`src/rtl/sfifo_pop_pkg.sv`:
```
// Shared types and constants for the sfifo pop-side stream controller.
package sfifo_pop_pkg;
  typedef enum logic [1:0] {ST_RUN, ST_FLUSH, ST_DRAIN} pop_st_t;

  localparam int STAT_W = 32;

  // One slot per possible in-flight read plus one being consumed and one landing.
  function automatic int obuf_depth(input int dly);
    return dly + 2;
  endfunction
endpackage

```
`src/rtl/sfifo_pop_obuf.sv`:
```
// Circular output buffer: push at tail, head drives the stream, registered count/valid.
module sfifo_pop_obuf
  import sfifo_pop_pkg::*;
#(
  parameter int W = 32,
  parameter int D = 2
) (
  input  logic                   clk,
  input  logic                   rst,
  input  logic                   clr,
  input  logic                   push,
  input  logic [W-1:0]           push_dat,
  input  logic                   pop,
  output logic [$clog2(D+1)-1:0] cnt,
  output logic [W-1:0]           head,
  output logic                   vld
);
  localparam int PW = $clog2(D);
  localparam int CW = $clog2(D+1);

  logic [W-1:0]  mem [D];
  logic [PW-1:0] wr_ptr, rd_ptr;
  logic [CW-1:0] cnt_nxt;

  // Pointers wrap at D, which need not be a power of two.
  function automatic logic [PW-1:0] inc(input logic [PW-1:0] p);
    return (p == PW'(D-1)) ? '0 : p + PW'(1);
  endfunction

  always_comb begin
    cnt_nxt = cnt;
    if (push && !pop)      cnt_nxt = cnt + CW'(1);
    else if (!push && pop) cnt_nxt = cnt - CW'(1);
  end

  always_ff @(posedge clk) begin
    if (rst) begin
      wr_ptr <= '0;
      rd_ptr <= '0;
      cnt    <= '0;
      vld    <= 1'b0;
      for (int i = 0; i < D; i++) mem[i] <= '0;
    end else if (clr) begin
      wr_ptr <= '0;
      rd_ptr <= '0;
      cnt    <= '0;
      vld    <= 1'b0;
    end else begin
      if (push) begin
        mem[wr_ptr] <= push_dat;
        wr_ptr      <= inc(wr_ptr);
      end
      if (pop) rd_ptr <= inc(rd_ptr);
      cnt <= cnt_nxt;
      vld <= (cnt_nxt != '0);
    end
  end

  assign head = mem[rd_ptr];
endmodule

```
`src/rtl/sfifo_pop_stream.sv`:
```
// Pop-side controller for sfifo: credit-based fifo_re, latency tracking, valid/ready output.
// Optional SFIFO_POP_STATS_EN adds saturating pop_cnt / stall_cnt outputs.
module sfifo_pop_stream
  import sfifo_pop_pkg::*;
#(
  parameter int FIFO_D   = 12,
  parameter int FIFO_W   = 32,
  parameter int FIFO_DLY = 0,
  parameter int FIFO_ADR = $clog2(FIFO_D)
) (
  input  logic              clk,
  input  logic              rst,
  input  logic              en,
  input  logic              flush_req,
  output logic              fifo_re,
  output logic              fifo_fsh,
  input  logic [FIFO_W-1:0] fifo_rd,
  input  logic              fifo_empt,
  input  logic              fifo_udf,
  input  logic [FIFO_ADR:0] fifo_len,
  output logic              m_vld,
  input  logic              m_rdy,
  output logic [FIFO_W-1:0] m_dat,
  output logic              busy,
  output logic              udf_err
`ifdef SFIFO_POP_STATS_EN
  ,
  output logic [STAT_W-1:0] pop_cnt,
  output logic [STAT_W-1:0] stall_cnt
`endif
);
  localparam int OBUF_D = obuf_depth(FIFO_DLY);
  localparam int CW     = $clog2(OBUF_D+1);

  pop_st_t       state;
  logic [1:0]    drn_cnt;
  logic [CW-1:0] obuf_cnt;
  logic [CW-1:0] infl_cnt;
  logic          pop, push, land, flushing;
  logic          unused_len;

  assign pop        = m_vld && m_rdy;
  assign flushing   = (state == ST_FLUSH);
  assign push       = land && (state != ST_DRAIN);
  assign unused_len = ^fifo_len;

  // Tracker: the oldest bit marks the cycle fifo_rd is valid for a past fifo_re.
  generate
    if (FIFO_DLY == 0) begin : g_nodly
      assign land     = fifo_re;
      assign infl_cnt = '0;
    end else begin : g_dly
      logic [FIFO_DLY-1:0] vld_pipe;

      always_ff @(posedge clk) begin
        if (rst || flushing) vld_pipe <= '0;
        else                 vld_pipe <= FIFO_DLY'({vld_pipe, fifo_re});
      end

      always_comb begin
        infl_cnt = '0;
        for (int i = 0; i < FIFO_DLY; i++) infl_cnt = infl_cnt + CW'(vld_pipe[i]);
      end

      assign land = vld_pipe[FIFO_DLY-1];
    end
  endgenerate

  // Credit: buffered + in flight, less this cycle's pop, must leave room for one more.
  always_comb begin
    fifo_re = 1'b0;
    if (!rst && state == ST_RUN && !flush_req && en && !fifo_empt)
      fifo_re = ({1'b0, obuf_cnt} + {1'b0, infl_cnt}) <
                ((CW+1)'(OBUF_D) + (CW+1)'(pop));
  end

  always_ff @(posedge clk) begin
    if (rst) begin
      state    <= ST_RUN;
      fifo_fsh <= 1'b0;
      drn_cnt  <= '0;
    end else begin
      case (state)
        ST_RUN: if (flush_req) begin
          state    <= ST_FLUSH;
          fifo_fsh <= 1'b1;
        end
        ST_FLUSH: begin
          fifo_fsh <= 1'b0;
          drn_cnt  <= 2'(FIFO_DLY-1);
          state    <= (FIFO_DLY > 0) ? ST_DRAIN : ST_RUN;
        end
        ST_DRAIN: begin
          if (drn_cnt == '0) state <= ST_RUN;
          else               drn_cnt <= drn_cnt - 2'd1;
        end
        default: begin
          state    <= ST_RUN;
          fifo_fsh <= 1'b0;
        end
      endcase
    end
  end

  always_ff @(posedge clk) begin
    if (rst)           udf_err <= 1'b0;
    else if (fifo_udf) udf_err <= 1'b1;
  end

  sfifo_pop_obuf #(.W(FIFO_W), .D(OBUF_D)) u_obuf (
    .clk      (clk),
    .rst      (rst),
    .clr      (flushing),
    .push     (push),
    .push_dat (fifo_rd),
    .pop      (pop),
    .cnt      (obuf_cnt),
    .head     (m_dat),
    .vld      (m_vld)
  );

  assign busy = (obuf_cnt != '0) || (infl_cnt != '0);

`ifdef SFIFO_POP_STATS_EN
  always_ff @(posedge clk) begin
    if (rst) begin
      pop_cnt   <= '0;
      stall_cnt <= '0;
    end else begin
      if (pop && pop_cnt != '1)                  pop_cnt   <= pop_cnt + STAT_W'(1);
      if (m_vld && !m_rdy && stall_cnt != '1)    stall_cnt <= stall_cnt + STAT_W'(1);
    end
  end
`endif
endmodule

```
`config.mk`:
```
export PLATFORM = sky130hd
export DESIGN_NAME = sfifo_pop_stream
export DESIGN_NICKNAME = d
export VERILOG_FILES = /design/src/rtl/sfifo_pop_pkg.sv /design/src/rtl/sfifo_pop_obuf.sv /design/src/rtl/sfifo_pop_stream.sv
export SDC_FILE = /design/constraint.sdc
export NUM_CORES = 1
export LEC_CHECK = 0
export BUFFER_PORTS_ARGS = -buffer_cell sky130_fd_sc_hd__buf_2
export CAP_MARGIN = 30
export CORE_ASPECT_RATIO = 0.75
export CORE_MARGIN = 2
export CORE_UTILIZATION = 59
export CTS_BUF_LIST = sky130_fd_sc_hd__clkbuf_8
export DETAILED_ROUTE_END_ITERATION = 7
export PLACE_DENSITY = 0.87
export SLEW_MARGIN = 20
export SYNTH_ARGS = -nofsm -noshare
export SYNTH_HDL_FRONTEND = slang
export SYNTH_HIERARCHICAL = 1
export SYNTH_SLANG_ARGS = --single-unit
```
`constraint.sdc`:
```
create_clock -name clk -period 5.8 [get_ports clk]
set_input_delay 0 -clock clk [delete_from_list [all_inputs] [get_ports clk]]
set_output_delay 0 -clock clk [all_outputs]
set_load 0.01 [all_outputs]
```
Word-level counts from Yosys, hierarchy flattened
Memories as Yosys holds them, arrays and structs flattened. A register that Yosys moved wholly into a read port is not among the register bits.
Index checks and enable logic that the tools add are counted.

word-level totals
  bits in registers = 11
  memory bits (writable) = 64
  input port bits = 44
  output and inout port bits = 37
  logic and storage cells = 69
  memories = 1

memory list
  memory      words  bits a word  rd ports  clocked after Yosys merged registers in  write ports  line                  RTL
  u_obuf.mem  2      32           1         1                                        2            sfifo_pop_obuf.sv:21  logic [W-1:0] mem [D];

operators by class
  add/sub/neg operators = 6
  $lt $le $gt $ge = 1
  equality and inequality tests = 6
  multiplexer cells = 23
  bitwise logic cells = 1
  reductions and logical operators = 23

operators with widths
  operator                                                             number
  32-bit two-way mux                                                   1
  32-bit OR reduction                                                  1
  1-bit two-way mux                                                    14
  2-bit two-way mux                                                    5
  1-bit logical AND                                                    8
  2-bit inequality test (second input constant)                        4
  2-bit case mux with 2 select lines                                   2
  2-bit AND reduction                                                  3
  2-bit nonzero test                                                   3
  1-bit zero test                                                      5
  2-bit zero test                                                      2
  2-bit by 1-bit subtractor with 2-bit output (second input constant)  2
  2-bit by 1-bit adder with 3-bit output (first input constant)        1
  2-bit by 3-bit < comparator with 1-bit output                        1
  1-bit adder (second input constant)                                  2
  2-bit by 1-bit adder with 2-bit output (second input constant)       1
  2-bit by 1-bit == test with 1-bit output (second input constant)     1
  2-bit == test (second input constant)                                1
  1-bit case mux with 2 select lines                                   1
  2-bit OR reduction                                                   1
  1-bit inverter                                                       1

Longest topological paths before layout
  depth after elaboration = 13
  gate-level depth with buffers = 6

By module
Netlist, hierarchy kept.

modules (own cells, without submodules)
  module            instances  cells an instance  area each (um2)  seq. area each (um2)
  sfifo_pop_obuf    1          209                3130.5           2042.0
  sfifo_pop_stream  1          10                 97.6             40.0

Worst setup path before layout
OpenSTA, ideal clock, no wires.

  kind = reg-to-reg
  start = reg, netlist name fifo_fsh
  end = mem u_obuf.mem[1][0] (enable)
  setup time = 0.388 ns
  data arrival time = 2.469 ns
  path slack = 2.943 ns
  stages on the path, launching flop included = 7
  path buffers = 2
  clock period less this slack = 2.857 ns
  path through = dfxtp_1 or4b_1 a211oi_2 buf_6 and2_4 buf_2 a21o_1

RTL lines
  element           line
  end: declaration  sfifo_pop_obuf.sv:21

==> results_dict.tcl <==
set metrics [dict create \
    min_period_over_period_pct 58.4 \
    dr.pass1.iters 5 \
    wl_met2_um 3220 \
    cp_max_fo 33 \
    vias_per_cell 5.26 \
    fp.dieH_um 68.1 \
    synth-simple-area-share_pct 16.9 \
    rows 23 \
    drt_iter0_drc 116 \
    post-place-ws_ns 2.42 \
    nNetsFinal 371 \
    htree_levels 3 \
    pwr_density_cell_nw_per_um2 245 \
    num_io_pins 81 \
    drc_errors 0 \
    vias 2139 \
    track_usage_pct 21.5 \
    timing.fmax_mhz 295 \
    place.detailed.hpwl_um 3590 \
    syn_inst 219 \
    critPathKind "reg -> reg" \
    clk-insertion-delay-late_ns 0.34 \
    ys_types 30 \
    routed-wl-met3_um 402 \
    cts_made_buffers 9 \
    final_util_pct 77.4 \
    clk_pin_slew_worst_paths_ns 0.07 \
    hold_viol_final 0 \
    die-area_um2 6090 \
    synth_mux_area_share_pct 11.2 \
    hp-class "in -> reg" \
    grt_max_degree 68 \
    setup_tns_ns 0 \
    synth_compound_area_share_pct 1.47 \
    postRouteAntennaNets 0 \
    cts_setup_buffers 0 \
    irDropWorstVdd_mv 0.206 \
    cts_tree "yes" \
    drive_gt1_share_pct 38.6 \
    clock_path_buffers 2 \
    maxCapViolCount 0 \
    root_buffer "clkbuf_8" \
    routed.top_layer "met4" \
    met1_length_um 2750 \
    synth_top_family_by_area "simple AND/OR/NAND/NOR gates" \
    ys_seq_area_share_pct 64.5 \
    worst-slew-pin-transition_ns 0.704 \
    setup_viol 0 \
    antenna_cells 0 \
    grt_pass1_vias 1991 \
    syn_to_final_growth_pct 27.7 \
    grt_pass1_wl_um 9150 \
    synth_fp_nets 263 \
    timing.slew.headroom_pct 53.1 \
    yosys.area_share.adder_pct 0 \
    ys_warn_count 6 \
    syn-cell-area_um2 3230 \
    maxSlewViolCount 0 \
    die_w_um 89.4 \
    overflow 0 \
    antenna_found_initial 0 \
    routabilityCongestion 0.700 \
    crit_path_end_kind "register" \
    period_needed_ns 3.38 \
    synth-xor-area-share_pct 1.05 \
    crit_path_start_kind "register" \
    coreArea_um2 5320 \
    leakagePower_nw 1.96 \
    status "complete, no violations" \
    finalWorstSetupSlack_ns 2.42 \
    wl_per_cell_um 15.8 \
    start_util_pct 60.6 \
    wl_um 6440 \
    cp.arrival_ns 3.41 \
    rsz0062_at_grt "no" \
    fin_worst_skew_ns 0.00585 \
    ys_ff_latch 72 \
    syn_avg_cell_area_um2 14.7 \
    port_buffers 75 \
    crit_required_ns 5.83 \
    clock-sinks 72 \
]
registers in the layout, summed over array words and instances, names as in the netlist, named ones only:
name / count
u_obuf/wr_ptr: 1
u_obuf/cnt: 2
u_obuf/rd_ptr: 1
udf_err: 1
u_obuf/mem: 64
fifo_fsh: 1
u_obuf/vld: 1
synth_stat cells:
library cell,count,area [um^2]
and3_1,64,400
edfxtp_1,64,1920
mux2_2,30,338
buf_6,8,90.1
dfxtp_1,8,160
nor3_1,5,25.0
buf_2,4,20.0
buf_4,4,30.0
and3b_1,3,26.3
clkbuf_2,3,15.0
nor2_1,3,11.3
a21o_1,2,15.0
mux2_1,2,22.5
nor3b_1,2,15.0
xnor2_1,2,17.5
a211oi_2,1,12.5
a21oi_1,1,5.00
and2_1,1,6.26
and2_4,1,8.76
and2b_4,1,10.0
inv_1,1,3.75
nand2_1,1,3.75
nand3b_1,1,7.51
nand4b_1,1,8.76
nor2_2,1,6.26
o211a_1,1,10.0
o21ai_0,1,5.00
or2_2,1,6.26
or4b_1,1,10.0
xor2_2,1,16.3
worst max-delay path, stage by stage (launching register included):
cell      delay, ns
dfxtp_1        0.41
or4b_1         0.57
a211oi_2       0.58
and2b_4        0.49
a21o_1         0.64
buf_4          0.38
cell families after synthesis:
family,after synthesis
and+or+nand+nor,86
AOI/OAI and AO/OA,6
muxes,32
xor gates and xnor gates,3
DFF,72
buffers and inverters,20
final cells by class:
cell class	count	area, um^2
Sequential cell	72	2080
Multi-Input combinational cell	127	992
Tap cell	75	93.8
Inverter	1	3.75
Fill cell	337	1200
Clock buffer	9	124
Clock inverter	7	31.3
Timing Repair Buffer	116	796
final timing paths:
path / depth (start not counted) / slack (ns) / endpoint / from
max reg2reg: 5 / 2.42 / u_obuf/mem[0][17] / fifo_fsh
min: 4 / 0.05 / u_obuf/wr_ptr / fifo_empt
max: 5 / 2.42 / u_obuf/mem[0][17] / fifo_fsh
min reg2reg: 2 / 0.57 / u_obuf/wr_ptr / u_obuf/wr_ptr
metal layers:
layer	vias up	global-route usage [%]
li1	1042	-
met1	1010	24.2
met2	80	36.9
met3	7	9.77
met4	0	6.53
met5	-	0
per-stage QoR:
step / std cells / instance area, um^2 / hold slack (ns) / total power, mW
floorplan: 219 / 3230 / 0.0347 / 0.648
global placement: 353 / 3570 / 0.204 / 0.678
detailed placement: 353 / 3570 / 0.241 / 0.681
CTS: 406 / 4100 / 0.0407 / 1.01
global route: 407 / 4120 / 0.0733 / 1.05
finish: 407 / 4120 / 0.0499 / 1.01
cells in the final DEF (no fill, tap or decap), drive strengths merged, types with 2 or more instances in the layout:
| master | synthesis | final |
|---|---|---|
| buf | 16 | 79 |
| and3 | 64 | 64 |
| edfxtp | 64 | 64 |
| dlygate4sd3 | 0 | 37 |
| mux2 | 32 | 32 |
| clkbuf | 3 | 9 |
| dfxtp | 8 | 8 |
| nor3 | 5 | 5 |
| clkinv | 0 | 5 |
| nor2 | 4 | 4 |
| inv | 1 | 3 |
| and3b | 3 | 3 |
| nor3b | 2 | 2 |
| a21o | 2 | 2 |
| xnor2 | 2 | 2 |
| and2 | 2 | 2 |
timing repair:
action                    4_1_cts  5_1_grt
resized for setup               0        0
hold endpoints to repair       67        0
hold buffers                   37        0
power breakdown:
group          leakage [nW]  internal [mW]  switching [mW]  total (mW)
Clock                0.0926          0.147           0.168       0.316
Combinational          1.14         0.0536          0.0504       0.104
Sequential            0.731          0.582         0.00679       0.589
Total                  1.96          0.783           0.226        1.01
(Power assumes the default switching activity.)
